## config.mk

```make
export PLATFORM = sky130hd
export DESIGN_NAME = niosii_system_sysid_uptime_flat
export DESIGN_NICKNAME = d
export VERILOG_FILES = /design/src/rtl/niosii_system_sysid_uptime_if.sv /design/src/rtl/niosii_system_sysid_uptime.sv /design/src/flat_wrapper.sv
export SDC_FILE = /design/constraint.sdc
export NUM_CORES = 1
export LEC_CHECK = 0
export BUFFER_PORTS_ARGS = -buffer_cell sky130_fd_sc_hd__buf_2
export CELL_PAD_IN_SITES_DETAIL_PLACEMENT = 1
export CELL_PAD_IN_SITES_GLOBAL_PLACEMENT = 2
export CORE_ASPECT_RATIO = 1.5
export CORE_UTILIZATION = 38
export DETAILED_ROUTE_END_ITERATION = 7
export PLACE_DENSITY_LB_ADDON = 0.12
export SETUP_SLACK_MARGIN = 0.1
export SYNTH_ARGS = -nofsm -noshare
export SYNTH_HDL_FRONTEND = slang
export SYNTH_SLANG_ARGS = --single-unit
export TNS_END_PERCENT = 30
```

## constraint.sdc

```tcl
create_clock -name clock -period 6.6 [get_ports clock]
set_clock_uncertainty 0.15 [all_clocks]
set_input_delay 0.66 -clock clock [delete_from_list [all_inputs] [get_ports clock]]
set_output_delay 0.66 -clock clock [all_outputs]
set_load 0.01 [all_outputs]
```

## src/rtl/niosii_system_sysid_uptime_if.sv

```systemverilog
// Avalon-MM slave bus bundle for the system ID / uptime block.
`timescale 1ns/1ps
interface niosii_system_sysid_uptime_if;
  localparam int unsigned AW = 3;
  localparam int unsigned DW = 32;
  localparam int unsigned BW = DW / 8;

  logic [AW-1:0] address;
  logic          read;
  logic          write;
  logic [DW-1:0] writedata;
  logic [BW-1:0] byteenable;
  logic [DW-1:0] readdata;
  logic          readdatavalid;

  modport master (
    output address, read, write, writedata, byteenable,
    input  readdata, readdatavalid
  );

  modport slave (
    input  address, read, write, writedata, byteenable,
    output readdata, readdatavalid
  );
endinterface

```

## src/rtl/niosii_system_sysid_uptime.sv

```systemverilog
// System ID / build info slave with scratch word and a prescaled uptime counter.
// Reading UPTIME_LO snapshots the upper counter bits so a later UPTIME_HI read is coherent.
`timescale 1ns/1ps
module niosii_system_sysid_uptime #(
  parameter logic [31:0] SYSTEM_ID    = 32'h0000_0000,
  parameter logic [31:0] TIMESTAMP    = 32'h0000_0000,
  parameter logic [31:0] VERSION      = 32'h0001_0000,
  parameter logic [31:0] SCRATCH_INIT = 32'h0000_0000,
  parameter int unsigned CNT_W        = 48,
  parameter int unsigned PRESCALE     = 1
) (
  input  logic                          clock,
  input  logic                          reset,
  niosii_system_sysid_uptime_if.slave   bus
);

  localparam int unsigned DW = 32;
  localparam int unsigned BW = DW / 8;
  localparam int unsigned PW = 16;

  localparam logic [2:0] A_SYSID   = 3'd0;
  localparam logic [2:0] A_STAMP   = 3'd1;
  localparam logic [2:0] A_VERSION = 3'd2;
  localparam logic [2:0] A_SCRATCH = 3'd3;
  localparam logic [2:0] A_LO      = 3'd4;
  localparam logic [2:0] A_HI      = 3'd5;
  localparam logic [2:0] A_CTRL    = 3'd6;

  localparam logic [PW-1:0] PRE_LAST = PW'(PRESCALE - 1);

  logic [DW-1:0]    scratch_q, scratch_d;
  logic [CNT_W-1:0] cnt_q,     cnt_d;
  logic [PW-1:0]    presc_q,   presc_d;
  logic [DW-1:0]    shadow_q,  shadow_d;
  logic [DW-1:0]    staging_q, staging_d;
  logic             freeze_q,  freeze_d;
  logic [DW-1:0]    rdata_q,   rdata_d;
  logic             rvalid_q,  rvalid_d;

  logic [DW-1:0]    rmux_c;
  logic             tick_c;

  assign bus.readdata      = rdata_q;
  assign bus.readdatavalid = rvalid_q;

  // Read mux sees register contents before any same-cycle update.
  always_comb begin
    rmux_c = '0;
    case (bus.address)
      A_SYSID:   rmux_c = SYSTEM_ID;
      A_STAMP:   rmux_c = TIMESTAMP;
      A_VERSION: rmux_c = VERSION;
      A_SCRATCH: rmux_c = scratch_q;
      A_LO:      rmux_c = cnt_q[DW-1:0];
      A_HI:      rmux_c = shadow_q;
      A_CTRL:    rmux_c = DW'(freeze_q);
      default:   rmux_c = '0;
    endcase
  end

  assign tick_c = (presc_q == PRE_LAST) && !freeze_q;

  // Next-state: tick first, then bus writes override it (clear/load beat tick).
  always_comb begin
    scratch_d = scratch_q;
    cnt_d     = cnt_q;
    presc_d   = presc_q;
    shadow_d  = shadow_q;
    staging_d = staging_q;
    freeze_d  = freeze_q;
    rdata_d   = rdata_q;
    rvalid_d  = bus.read;

    if (bus.read) begin
      rdata_d = rmux_c;
      if (bus.address == A_LO) begin
        shadow_d = DW'(cnt_q >> DW);
      end
    end

    if (!freeze_q) begin
      presc_d = tick_c ? '0 : presc_q + PW'(1);
    end
    if (tick_c) begin
      cnt_d = cnt_q + CNT_W'(1);
    end

    if (bus.write) begin
      case (bus.address)
        A_SCRATCH: begin
          for (int k = 0; k < BW; k++) begin
            if (bus.byteenable[k]) begin
              scratch_d[8*k +: 8] = bus.writedata[8*k +: 8];
            end
          end
        end
        A_LO: staging_d = bus.writedata;
        A_HI: begin
          cnt_d   = CNT_W'({bus.writedata, staging_q});
          presc_d = '0;
        end
        A_CTRL: begin
          freeze_d = bus.writedata[0];
          if (bus.writedata[1]) begin
            cnt_d   = '0;
            presc_d = '0;
          end
        end
        default: ;
      endcase
    end
  end

  always_ff @(posedge clock) begin
    if (reset) begin
      scratch_q <= SCRATCH_INIT;
      cnt_q     <= '0;
      presc_q   <= '0;
      shadow_q  <= '0;
      staging_q <= '0;
      freeze_q  <= 1'b0;
      rdata_q   <= '0;
      rvalid_q  <= 1'b0;
    end else begin
      scratch_q <= scratch_d;
      cnt_q     <= cnt_d;
      presc_q   <= presc_d;
      shadow_q  <= shadow_d;
      staging_q <= staging_d;
      freeze_q  <= freeze_d;
      rdata_q   <= rdata_d;
      rvalid_q  <= rvalid_d;
    end
  end

endmodule
```

## src/flat_wrapper.sv

```systemverilog
// flat-port wrapper written by rule: the top's interface ports become plain ports
module niosii_system_sysid_uptime_flat 
#(
  parameter logic [31:0] SYSTEM_ID    = 32'h0000_0000,
  parameter logic [31:0] TIMESTAMP    = 32'h0000_0000,
  parameter logic [31:0] VERSION      = 32'h0001_0000,
  parameter logic [31:0] SCRATCH_INIT = 32'h0000_0000,
  parameter int unsigned CNT_W        = 48,
  parameter int unsigned PRESCALE     = 1
)
  (clock, reset, bus_address, bus_read, bus_write, bus_writedata, bus_byteenable, bus_readdata, bus_readdatavalid);
  niosii_system_sysid_uptime_if bus_i ();
  input  logic clock;
  input  logic reset;
  input wire logic [$bits(bus_i.address)-1:0] bus_address;
  input wire logic [$bits(bus_i.read)-1:0] bus_read;
  input wire logic [$bits(bus_i.write)-1:0] bus_write;
  input wire logic [$bits(bus_i.writedata)-1:0] bus_writedata;
  input wire logic [$bits(bus_i.byteenable)-1:0] bus_byteenable;
  output wire logic [$bits(bus_i.readdata)-1:0] bus_readdata;
  output wire logic [$bits(bus_i.readdatavalid)-1:0] bus_readdatavalid;
  assign bus_i.address = bus_address;
  assign bus_i.read = bus_read;
  assign bus_i.write = bus_write;
  assign bus_i.writedata = bus_writedata;
  assign bus_i.byteenable = bus_byteenable;
  assign bus_readdata = bus_i.readdata;
  assign bus_readdatavalid = bus_i.readdatavalid;
  niosii_system_sysid_uptime #(.SYSTEM_ID(SYSTEM_ID), .TIMESTAMP(TIMESTAMP), .VERSION(VERSION), .SCRATCH_INIT(SCRATCH_INIT), .CNT_W(CNT_W), .PRESCALE(PRESCALE)) u_core (.clock(clock), .reset(reset), .bus(bus_i));
endmodule
```

; Word level (Yosys, flattened, before mapping)
; Index checks and enable logic that the tools add are counted.
; W data, S select, Z words.
[word_totals]
inputBits = 43
word_cells = 38
regBits = 178
output_inout_bits = 33
[op_classes]
n_eq_ne = 5
n_reduce_logical = 10
add_sub_neg = 2
mux = 10
[ops]
columns = operator, n
row1 = $pmux W32 S5, 1
row2 = $mux W48, 3
row3 = $pmux W48 S2, 1
row4 = $mux W16, 4
row5 = $add A48 B1 Y48 const B, 1
row6 = $pmux W16 S2, 1
row7 = $add A16 B1 Y16 const B, 1
row8 = $logic_not A16 Y1, 1
row9 = $reduce_and A3 Y1, 4
row10 = $eq A3 B3 Y1 const B, 3
row11 = $eq A3 B2 Y1 const B, 2
row12 = $reduce_and A2 Y1, 3
row13 = $logic_and A1 B1 Y1, 1
row14 = $logic_not A1 Y1, 1

; Logic depth before layout (Yosys ltp)
[logic_depth]
depth_word = 7
depth_mapped = 9
depth_no_buf = 7

; Least setup slack after synthesis
; OpenSTA, ideal clock, no wires.
[synth_path]
kind = input port to flip-flop
startpoint = input port bus_address[0]
endpoint = register u_core.cnt_q[21]
cell_stages = 7
t_required_ns = 6.388
setup_time_ns = 0.062
slack_ns = 3.877
arrival_time_ns = 2.511
cell_sequence = buf_2 and4b_1 a221oi_1 clkbuf_1 clkbuf_1 o211ai_1 nand3_1
[synth_via]
elab_chain_len = 3
elab_cells_between_ends = 4
cone_classes = eq/ne (2) / mux (2)
[synth_rtl]
columns = element, line
row1 = start: declaration, flat_wrapper.sv:15  ; input wire logic [$bits(bus_i.address)-1:0] bus_address;
row2 = $eq A3 B3 Y1, niosii_system_sysid_uptime.sv:89  ; case (bus.address)
row3 = $pmux W48 S2 *, niosii_system_sysid_uptime.sv:89
row4 = $mux W48 *, niosii_system_sysid_uptime.sv:88  ; if (bus.write) begin
row5 = end signal: assignment, niosii_system_sysid_uptime.sv:126  ; cnt_q <= cnt_d;
row6 = end: declaration, niosii_system_sysid_uptime.sv:32  ; logic [CNT_W-1:0] cnt_q, cnt_d;
; Every way passes the cells marked *; elsewhere a longest branch is shown, timed or not.
; A chain may end at the register's enable or synchronous reset.

; Worst setup path after layout
[layout_path]
startpoint = register u_core.cnt_q[4]
endpoint = register u_core.cnt_q[45]
[layout_via]
elab_chain_len = 5
[layout_rtl]
columns = element, line
row1 = $add A48 B1 Y48 *, niosii_system_sysid_uptime.sv:85  ; cnt_d = cnt_q + CNT_W'(1);
row2 = $mux W48 *, niosii_system_sysid_uptime.sv:84  ; if (tick_c) begin
row3 = $mux W48, niosii_system_sysid_uptime.sv:104  ; if (bus.writedata[1]) begin
row4 = $pmux W48 S2, niosii_system_sysid_uptime.sv:89
row5 = $mux W48 *, niosii_system_sysid_uptime.sv:88
; Marked as above.

==> results by group <==
Run status
  • Run status: completed

Clock tree
  • Clock tree buffer depth: 2
  • CTS tree: built
  • Htree depth: 4
  • Post-CTS Setup Bufs: 0
  • Clock transition at the registers of the reported paths: 0.07 ns
  • CTS Root Cell: clkbuf_16
  • Sink Count: 178
  • Num CTS Buffers: 17
  • Post-CTS sizing: 0
  • Clk_lat worst skew: 0.44 ns
  • Hold buffer count at CTS: 0

Yosys
  • Top cells by count, synth: nand2_1, dfxtp_1, nor2_1
  • Top post-synthesis cells by area: dfxtp_1, nand2_1, mux2i_1
  • Post-synth top area share: 0.449
  • Synth warn: 0
  • Synth Flop Type: dfxtp_1
  • Mapped Cells: 952
  • Mean Syn Cell Area: 8.34 sq um
  • Unique masters post-synth: 53
  • Mapped Nets: 998
  • Mapped cell area: 0.00794 sq mm
  • Number of synthesized flops with an enable pin: 0
  • Count leader, synth: nand2_1
  • Post-synthesis sequential area ratio: 0.449
  • Post-synth ARST share: 0
  • Yosys top cell by area: dfxtp_1
  • Yosys reg bits: 178

Global route
  • First-pass GRT wire length: 40,500 um
  • Tot GR Track Use: 0.251
  • Grt ovf: 0
  • Largest net degree at the start of global routing: 64
  • Vias in the first global route: 7,257
  • Initial antenna violation count: 0

Timing
  • Final Cycle Share: 0.464
  • Fin crit period: 3.06 ns
  • Final worst slack: 3.54 ns
  • RSZ-0062 raised after global routing: no
  • Final setup fails: 0
  • Final Hold Vio Count: 0
  • Fmax: 0.327 GHz
  • Setup TNS: 0 ns
  • Max Slew Vio Count: 0
  • Slew Limit Headroom: 0.305
  • Worst Tran Pin Value: 1.03 ns

Die
  • Die X: 120 um
  • Boundary pin count: 76
  • Core area: 0.0204 sq mm
  • Die H: 179 um
  • Num rows: 64
  • Initial core utilization: 0.389
  • Die ar.: 0.0215 sq mm

Finish
  • Sequential Area: 0.00356 sq mm
  • Nets: 1,035
  • Area of the multi-input gates: 0.00412 sq mm
  • Layout cell share with drive strength beyond 1: 0.132
  • Fill count: 2,503
  • Area Overhead vs Synth: 14.4%
  • Util after Layout: 0.445
  • Antenna fix cells: 0

Setup path
  • CP max-delay cell: nor4_1
  • Top Family by Delay on Critical Path: simple AND/OR/NAND/NOR gates
  • Element type at the critical path start: register
  • Crit Path Category: reg -> reg
  • Crit path arrival time: 3.24 ns
  • Buf+Inv Stages, Crit Path: 0
  • CP Capture Type: register
  • CP max FO: 10
  • Worst Path Required: 6.78 ns
  • Critical Path, Cell by Cell: nand4_2 -> or4_1 -> nor4_1 -> mux2i_1 -> nand2_1
  • Crit path largest cell delay: 0.92 ns

Placed design
  • PortBufs: 75
  • Final Wtd Congestion: 0.795
  • Worst slack, placed: 3.11 ns
  • Post-DP HPWL: 17,900 um

Route
  • DRT Wirelength: 25,500 um
  • First-pass DRT Iterations: 6
  • Post-DR wirelength/cell: 20.2 um
  • Drc violations: 0
  • Routed Antenna Nets: 0
  • Via count: 7,122
  • Vias per cell: 5.63
  • 1st-iter DRT viols: 386

Hold path
  • Hold Path Class: reg -> reg

Power and ir drop
  • Pwr Total: 2.26 mW
  • PwrDens: 249 mW/mm^2
  • VDD IR max: 0.169 mV
  • LEAKAGE: 3.56 nW

Flow run
  • Max Cap Viol: 0
## state kept, by name, indices dropped and copies added (netlist names)
| name | flops |
|---|---|
| u_core.cnt_q | 48 |
| u_core.shadow_q | 16 |
| u_core.presc_q | 16 |
| u_core.bus.readdata | 32 |
| u_core.bus.readdatavalid | 1 |
| u_core.freeze_q | 1 |
| u_core.scratch_q | 32 |
| u_core.staging_q | 32 |
## logic make-up (layout without fill, tap and decap cells)
| kind of cell | Yosys count | in the layout | share of synthesized area |
|---|---|---|---|
| adder cells (fa/ha/maj) | 3 | 3 | 0.00473 |
| AND/OR/NAND/NOR | 447 | 447 | 0.268 |
| flip-flops | 178 | 178 | 0.449 |
| AO/OA/AOI/OAI | 156 | 156 | 0.130 |
| buffers and inverters | 77 | 127 | 0.0377 |
| multiplexers | 63 | 63 | 0.0797 |
| XOR/XNOR | 28 | 28 | 0.0309 |
## power breakdown
part	total [mW]	internal, mW	switching, mW
Sequential	1.12	1.10	0.0272
Combinational	0.138	0.0442	0.0935
Clock	1.00	0.531	0.472
## path summary, 6_finish.rpt
path,start,end,slack (ns),cells after the start
max reg2reg,u_core.cnt_q[4]$_SDFF_PP0_,u_core.cnt_q[45]$_SDFF_PP0_,3.54,5
min,u_core.staging_q[17]$_SDFFE_PP0P_,u_core.staging_q[17]$_SDFFE_PP0P_,0.31,2
max,u_core.cnt_q[4]$_SDFF_PP0_,u_core.cnt_q[45]$_SDFF_PP0_,3.54,5
min reg2reg,u_core.staging_q[17]$_SDFFE_PP0P_,u_core.staging_q[17]$_SDFFE_PP0P_,0.31,2
## cell type report
type                       instances  area share
multi-input combinational        697       0.453
sequential                       178       0.392
timing repair buffer              87      0.0515
clock buffer                      17      0.0468
tap                              264      0.0364
clock inverter                    15      0.0163
inverter                           8     0.00331
## worst register-to-register path, stage by stage, from the launching register on
cell	delay, ns
dfxtp_1	0.54
nand4_2	0.21
or4_1	0.80
nor4_1	0.92
mux2i_1	0.27
nand2_1	0.06
## per-stage QoR
stage | instances | hold WS (ns) | cell area (sq um)
3_3_place_gp | 1234 | 0.286 | 8510
5_1_grt | 1266 | 0.316 | 9080
4_1_cts | 1266 | 0.305 | 9080
6_report | 1266 | 0.307 | 9080
2_1_floorplan | 952 | 0.275 | 7940
3_5_place_dp | 1234 | 0.294 | 8510
## metal layers
layer	vias up	part of all wire	track usage
met2	112	0.54	0.474
met5	-	0	0
li1	3464	-	-
met4	0	0.037	0.118
met3	43	0.026	0.0369
met1	3503	0.40	0.269
## placed cells by master, fill, tap and decap left out, drive strengths merged, types with 2 or more instances in the layout
master | Yosys | routed
or4b | 2 | 2
and4 | 9 | 9
inv | 8 | 16
nor2b | 2 | 2
and3b | 2 | 2
nand2 | 184 | 184
buf | 4 | 87
nand3 | 38 | 38
mux2i | 61 | 61
or4 | 12 | 12
a221oi | 2 | 2
nor3 | 18 | 18
nand4 | 27 | 27
xnor2 | 13 | 13
and2 | 20 | 20
mux2 | 2 | 2
a22oi | 14 | 14
dfxtp | 178 | 178
clkinv | 0 | 3
o211ai | 10 | 10
nand3b | 5 | 5
a222oi | 14 | 14
clkbuf | 65 | 17
nor2 | 89 | 89
nand2b | 4 | 4
a32oi | 11 | 11
clkinvlp | 0 | 3
or3 | 4 | 4
xor2 | 15 | 15
and3 | 9 | 9
nor4 | 18 | 18
nor3b | 2 | 2
o211a | 4 | 4
o21ai | 32 | 32
a211o | 7 | 7
ha | 3 | 3
a21oi | 54 | 54
Note: power is estimated with default switching activity, not from simulation.
